<file path="config.mk">
export PLATFORM = sky130hd
export DESIGN_NAME = decode_dispatch_ctrl_flat
export DESIGN_NICKNAME = d
export VERILOG_FILES = /design/src/rtl/decode_dispatch_ctrl_if.sv /design/src/rtl/decode_dispatch_ctrl.sv /design/src/flat_wrapper.sv
export SDC_FILE = /design/constraint.sdc
export NUM_CORES = 2
export LEC_CHECK = 0
export ABC_AREA = 1
export CAP_MARGIN = 20
export CORE_MARGIN = 1.5
export CORE_UTILIZATION = 40
export DETAILED_ROUTE_END_ITERATION = 8
export GPL_TIMING_DRIVEN = 0
export SYNTH_ARGS = -nofsm -noshare
export SYNTH_HDL_FRONTEND = slang
export SYNTH_SLANG_ARGS = --single-unit
</file>
<file path="constraint.sdc">
create_clock -name clk -period 8.27 [get_ports clk]
set_clock_uncertainty 0.2 [all_clocks]
set_input_delay 1.654 -clock clk [delete_from_list [all_inputs] [get_ports clk]]
set_output_delay 1.654 -clock clk [all_outputs]
set_load 0.01 [all_outputs]
</file>
<file path="src/rtl/decode_dispatch_ctrl_if.sv">
// Fetch-to-decode handshake bundle for the dispatch buffer.
// The master side is the fetch/decode environment; the slave side is the buffer.
interface decode_dispatch_ctrl_if #(
  parameter int DEPTH = 8
);
  localparam int CW = $clog2(DEPTH) + 1;

  logic          flush;
  logic [1:0]    in_valid;
  logic [31:0]   in_instr0;
  logic [31:0]   in_instr1;
  logic [31:0]   in_pc;
  logic          in_ready;
  logic          dec_ready;
  logic          dec_valid;
  logic          dec_slot2_valid;
  logic [31:0]   dec_instr1;
  logic [31:0]   dec_instr2;
  logic [31:0]   dec_pc1;
  logic [31:0]   dec_pc2;
  logic [CW-1:0] count;

  modport master (
    output flush, in_valid, in_instr0, in_instr1, in_pc, dec_ready,
    input  in_ready, dec_valid, dec_slot2_valid, dec_instr1, dec_instr2,
           dec_pc1, dec_pc2, count
  );

  modport slave (
    input  flush, in_valid, in_instr0, in_instr1, in_pc, dec_ready,
    output in_ready, dec_valid, dec_slot2_valid, dec_instr1, dec_instr2,
           dec_pc1, dec_pc2, count
  );
endinterface

</file>
<file path="src/rtl/decode_dispatch_ctrl.sv">
// Two-wide instruction buffer between fetch and decode. Dispatches up to two
// instructions per cycle in program order and keeps memory ops to one per group.
module decode_dispatch_ctrl #(
  parameter int          DEPTH       = 8,
  parameter bit          MEM_PAIR_EN = 1'b0,
  parameter logic [31:0] NOP_INSTR   = 32'h00000013
) (
  input  logic                  clk,
  input  logic                  reset_n,
  decode_dispatch_ctrl_if.slave bus
);
  localparam int AW = $clog2(DEPTH);
  localparam int CW = AW + 1;

  logic [31:0]   instr_q [DEPTH];
  logic [31:0]   pc_q    [DEPTH];
  logic [AW-1:0] head;
  logic [AW-1:0] tail;
  logic [AW-1:0] head_plus1;
  logic [AW-1:0] tail_plus1;
  logic [CW-1:0] count_q;
  logic [1:0]    npush;
  logic [1:0]    npop;
  logic          grp_valid;
  logic          pair;
  logic          slot2;

  function automatic logic is_mem(input logic [31:0] x);
    return (x[6:0] == 7'b0000011) || (x[6:0] == 7'b0100011);
  endfunction

  // Only one LSU port downstream, so two memory ops never share a group
  // unless the parameter explicitly allows it.
  always_comb begin
    head_plus1   = head + AW'(1);
    tail_plus1   = tail + AW'(1);
    bus.in_ready = (count_q <= CW'(DEPTH - 2));
    npush        = 2'd0;
    if (bus.in_ready && !bus.flush) begin
      if (bus.in_valid == 2'b11)
        npush = 2'd2;
      else if (bus.in_valid == 2'b01)
        npush = 2'd1;
    end
    grp_valid = (count_q != '0) && !bus.flush;
    pair      = (count_q >= CW'(2)) &&
                (MEM_PAIR_EN || !(is_mem(instr_q[head]) && is_mem(instr_q[head_plus1])));
    slot2     = grp_valid && pair;
    npop      = 2'd0;
    if (grp_valid && bus.dec_ready)
      npop = slot2 ? 2'd2 : 2'd1;

    bus.dec_valid       = grp_valid;
    bus.dec_slot2_valid = slot2;
    bus.dec_instr1      = grp_valid ? instr_q[head] : NOP_INSTR;
    bus.dec_pc1         = grp_valid ? pc_q[head] : 32'd0;
    bus.dec_instr2      = slot2 ? instr_q[head_plus1] : NOP_INSTR;
    bus.dec_pc2         = slot2 ? pc_q[head_plus1] : 32'd0;
    bus.count           = count_q;
  end

  // Flush wins over everything else so no stale entry can survive a redirect.
  always_ff @(posedge clk or negedge reset_n) begin
    if (!reset_n) begin
      head    <= '0;
      tail    <= '0;
      count_q <= '0;
      for (int i = 0; i < DEPTH; i++) begin
        instr_q[i] <= NOP_INSTR;
        pc_q[i]    <= 32'd0;
      end
    end else if (bus.flush) begin
      head    <= '0;
      tail    <= '0;
      count_q <= '0;
    end else begin
      if (npush != 2'd0) begin
        instr_q[tail] <= bus.in_instr0;
        pc_q[tail]    <= bus.in_pc;
      end
      if (npush == 2'd2) begin
        instr_q[tail_plus1] <= bus.in_instr1;
        pc_q[tail_plus1]    <= bus.in_pc + 32'd4;
      end
      tail    <= tail + AW'(npush);
      head    <= head + AW'(npop);
      count_q <= count_q + CW'(npush) - CW'(npop);
    end
  end
endmodule
</file>
<file path="src/flat_wrapper.sv">
// flat-port wrapper written by rule: the top's interface ports become plain ports
module decode_dispatch_ctrl_flat 
#(
  parameter int          DEPTH       = 8,
  parameter bit          MEM_PAIR_EN = 1'b0,
  parameter logic [31:0] NOP_INSTR   = 32'h00000013
)
  (clk, reset_n, bus_flush, bus_in_valid, bus_in_instr0, bus_in_instr1, bus_in_pc, bus_dec_ready, bus_in_ready, bus_dec_valid, bus_dec_slot2_valid, bus_dec_instr1, bus_dec_instr2, bus_dec_pc1, bus_dec_pc2, bus_count);
  decode_dispatch_ctrl_if #(.DEPTH(DEPTH)) bus_i ();
  input  logic clk;
  input  logic reset_n;
  input wire logic [$bits(bus_i.flush)-1:0] bus_flush;
  input wire logic [$bits(bus_i.in_valid)-1:0] bus_in_valid;
  input wire logic [$bits(bus_i.in_instr0)-1:0] bus_in_instr0;
  input wire logic [$bits(bus_i.in_instr1)-1:0] bus_in_instr1;
  input wire logic [$bits(bus_i.in_pc)-1:0] bus_in_pc;
  input wire logic [$bits(bus_i.dec_ready)-1:0] bus_dec_ready;
  output wire logic [$bits(bus_i.in_ready)-1:0] bus_in_ready;
  output wire logic [$bits(bus_i.dec_valid)-1:0] bus_dec_valid;
  output wire logic [$bits(bus_i.dec_slot2_valid)-1:0] bus_dec_slot2_valid;
  output wire logic [$bits(bus_i.dec_instr1)-1:0] bus_dec_instr1;
  output wire logic [$bits(bus_i.dec_instr2)-1:0] bus_dec_instr2;
  output wire logic [$bits(bus_i.dec_pc1)-1:0] bus_dec_pc1;
  output wire logic [$bits(bus_i.dec_pc2)-1:0] bus_dec_pc2;
  output wire logic [$bits(bus_i.count)-1:0] bus_count;
  assign bus_i.flush = bus_flush;
  assign bus_i.in_valid = bus_in_valid;
  assign bus_i.in_instr0 = bus_in_instr0;
  assign bus_i.in_instr1 = bus_in_instr1;
  assign bus_i.in_pc = bus_in_pc;
  assign bus_i.dec_ready = bus_dec_ready;
  assign bus_in_ready = bus_i.in_ready;
  assign bus_dec_valid = bus_i.dec_valid;
  assign bus_dec_slot2_valid = bus_i.dec_slot2_valid;
  assign bus_dec_instr1 = bus_i.dec_instr1;
  assign bus_dec_instr2 = bus_i.dec_instr2;
  assign bus_dec_pc1 = bus_i.dec_pc1;
  assign bus_dec_pc2 = bus_i.dec_pc2;
  assign bus_count = bus_i.count;
  decode_dispatch_ctrl #(.DEPTH(DEPTH), .MEM_PAIR_EN(MEM_PAIR_EN), .NOP_INSTR(NOP_INSTR)) u_core (.clk(clk), .reset_n(reset_n), .bus(bus_i));
endmodule
</file>
==> reports/results.tsv <==
metric	value	unit
status	completed	
final instance area	42720	sq um
Gates resized, CTS repair	0	
CTS tree	yes	
Detail Placement HPWL	145400	um
vias after detailed routing	44010	
GRT Util Overall	41.75	%
maxcap violations	0	
Leak Pwr	20.74	nW
Cell Rows	110	
Slew headroom	12.21	%
Die Wd	304.5	um
final hold violations	0	
hold slack	0.3023	ns
CP Capture Type	output port	
Synth Register Bits	522	
Cell Area, Synth	36370	sq um
critical path peak fanout	10	
Syn Nets	5814	
Final setup violation count	0	
worst vdd ir	0.2002	mV
crit path DAT	5.33	ns
initial drt markers	6947	
drt total wl	199800	um
cell mode on critical path	clkdlybuf4s50_1	
HP Start	u_core.pc_q[105]$_DFFE_PN0N_	
Slew @ Worst Pin	1.317	ns
setup TNS	0	ns
clock-pin slew on the worst setup and hold paths	0.06	ns
WP data required	6.42	ns
CP cell instances	clkdlybuf4s50_1 -> inv_1 -> o21ai_0 -> clkinv_1 -> clkbuf_1 -> nand2_1 -> a31oi_1 -> clkdlybuf4s50_1	
hold-critical path depth	2	
CP max stage delay	0.89	ns
Post-synth EDFFs	0	
CTS buffer count	68	
Synth cell types	39	
largest net degree at the start of global routing	105	
most common cell in the netlist	nand2_1	
syn avg cell area	6.384	sq um
gr ovfl total	0	
die area	92740	sq um
DRC Markers	0	
R2R Setup Slk	3.72	ns
fin. max-slew vios	0	
Placeable Area	90010	sq um
Vias/cell	6.071	
Root Buffer	clkbuf_16	
total power	13.51	mW
r2r worst-path depth	18	
critical path's slowest cell	clkbuf_1	
# nets final	6130	
r2r startpoint	u_core.head[1]$_DFF_PN0_	
fmax	0.1393	GHz
worst hold endpoint	u_core.pc_q[105]$_DFFE_PN0N_	
Yosys top cell area share	34.26	%
placed cell areas	40390	sq um
post-CTS setup buffers	0	
first-pass GRT wire length	283400	um
Post-Synthesis Cells	5697	
vias in the first global route	40020	
Area Overhead vs Synth	17.45	%
RSZ-0062 raised after global routing	no	
CTS Buffer Depth	3	
Power Density	316.2	nW/um^2
top cells by area, synth	dfrtp_1 (34%), o21ai_0 (16%), nand2_1 (14%)	
IO buf count	232	
worst skew pair latency	0.65	ns
ratio of cells with drive above 1 in the final layout	6.166	%
Post-CTS Hold Buffers	0	
Synth async-reset ratio	100.0	%
Post-synth top cells	nand2_1 (1,372), o21ai_0 (1,176), inv_1 (691)	
post-synth top area cell	dfrtp_1	
WS Path Type	input pin to output port	
worst min path class	flop to flop	
Finished Core Util	47.46	%
sequential cell area fraction in the yosys report	36.00	%
Main synth FF type	dfrtp_1	
count of TritonRoute iterations in the first routing pass	9	
Final Cycle Share	86.81	%
drt wl/cell	27.57	um
CTS sink count	522	
starting density of the core	40.41	%
Final min period	7.179	ns
initial antenna violation count	9	
die height	304.5	um
RePlAce Congestion	1.065	
RR Endpoint	u_core.bus.count[3]$_DFF_PN0_	
Warnings, synthesis	0	
H-tree depth	3	
IO Pins	237	
Worst Setup Start Kind	input pin	
antenna viol nets, final	0	
how the worst max path moves through the flow:
stage               startpoint  cells past startpoint  slack, ns                               to
floorplan            bus_flush                      5       3.71               bus_dec_instr2[22]
global placement       reset_n                      1     -20.41  u_core.instr_q[156]$_DFFE_PN0N_
detailed placement   bus_flush                      8       1.27                bus_dec_instr1[5]
CTS                  bus_flush                      8       1.26                bus_dec_instr1[5]
global route         bus_flush                      8       1.12                bus_dec_instr1[5]
finish               bus_flush                      8       1.09                bus_dec_instr1[5]
registers in the layout, summed over array words and instances, names as in the netlist:
register / flops
u_core.bus.count: 4
u_core.head: 3
u_core.instr_q: 256
u_core.pc_q: 256
u_core.tail: 3
layout make-up:
| cell class | count | area [sq um] |
|---|---|---|
| Tap cell | 1176 | 1471 |
| Inverter | 715 | 2684 |
| Antenna cell | 7 | 17.52 |
| Buffer | 440 | 1998 |
| Clock inverter | 27 | 292.8 |
| Multi-Input combinational cell | 4020 | 18600 |
| Fill cell | 9638 | 47290 |
| Timing Repair Buffer | 246 | 2577 |
| Clock buffer | 96 | 1987 |
| Sequential cell | 522 | 13090 |
where the power goes:
part	switching [mW]	internal (mW)
Sequential	0.565	3.36
Clock	1.36	1.84
Combinational	4.24	2.15
Total	6.16	7.35
critical path, delay by kind of cell:
family	cells	cell delay, ns
buf+inv	5	2.69
compound gates	2	0.85
simple gates	1	0.11
cell families after synthesis:
kind of cell | synth area share (%)
buffers and inverters | 12.87
DFF | 36.00
and+or+nand+nor | 22.50
AOI/OAI and AO/OA | 27.54
adders and majority gates | 0.5986
muxes | 0.02752
xor gates and xnor gates | 0.4575
layout by cell type, fill, tap and decap left out, drive strengths merged, types with 28 or more instances in the layout:
cell           count
nand2           1377
o21ai           1239
inv              711
dfrtp            498
nor2             473
a21oi            444
clkbuf           306
buf              245
clkdlybuf4s50    231
nand3            177
a31oi            116
o211ai            92
nor3              28
layer usage:
metal,GRT usage [%],vias to the layer above,share of wire (%)
met5,0,-,0.024
met4,26.80,6,7.5
met3,14.47,686,13
met2,60.43,3297,41
met1,52.79,20910,38
li1,-,19110,-
through the flow:
step,std cells,setup slack [ns]
6_report,7249,1.091
3_5_place_dp,7116,1.267
2_1_floorplan,5697,3.707
3_3_place_gp,7105,-20.41
4_1_cts,7239,1.261
5_1_grt,7242,1.124
Note: power is estimated with default switching activity, not from simulation.
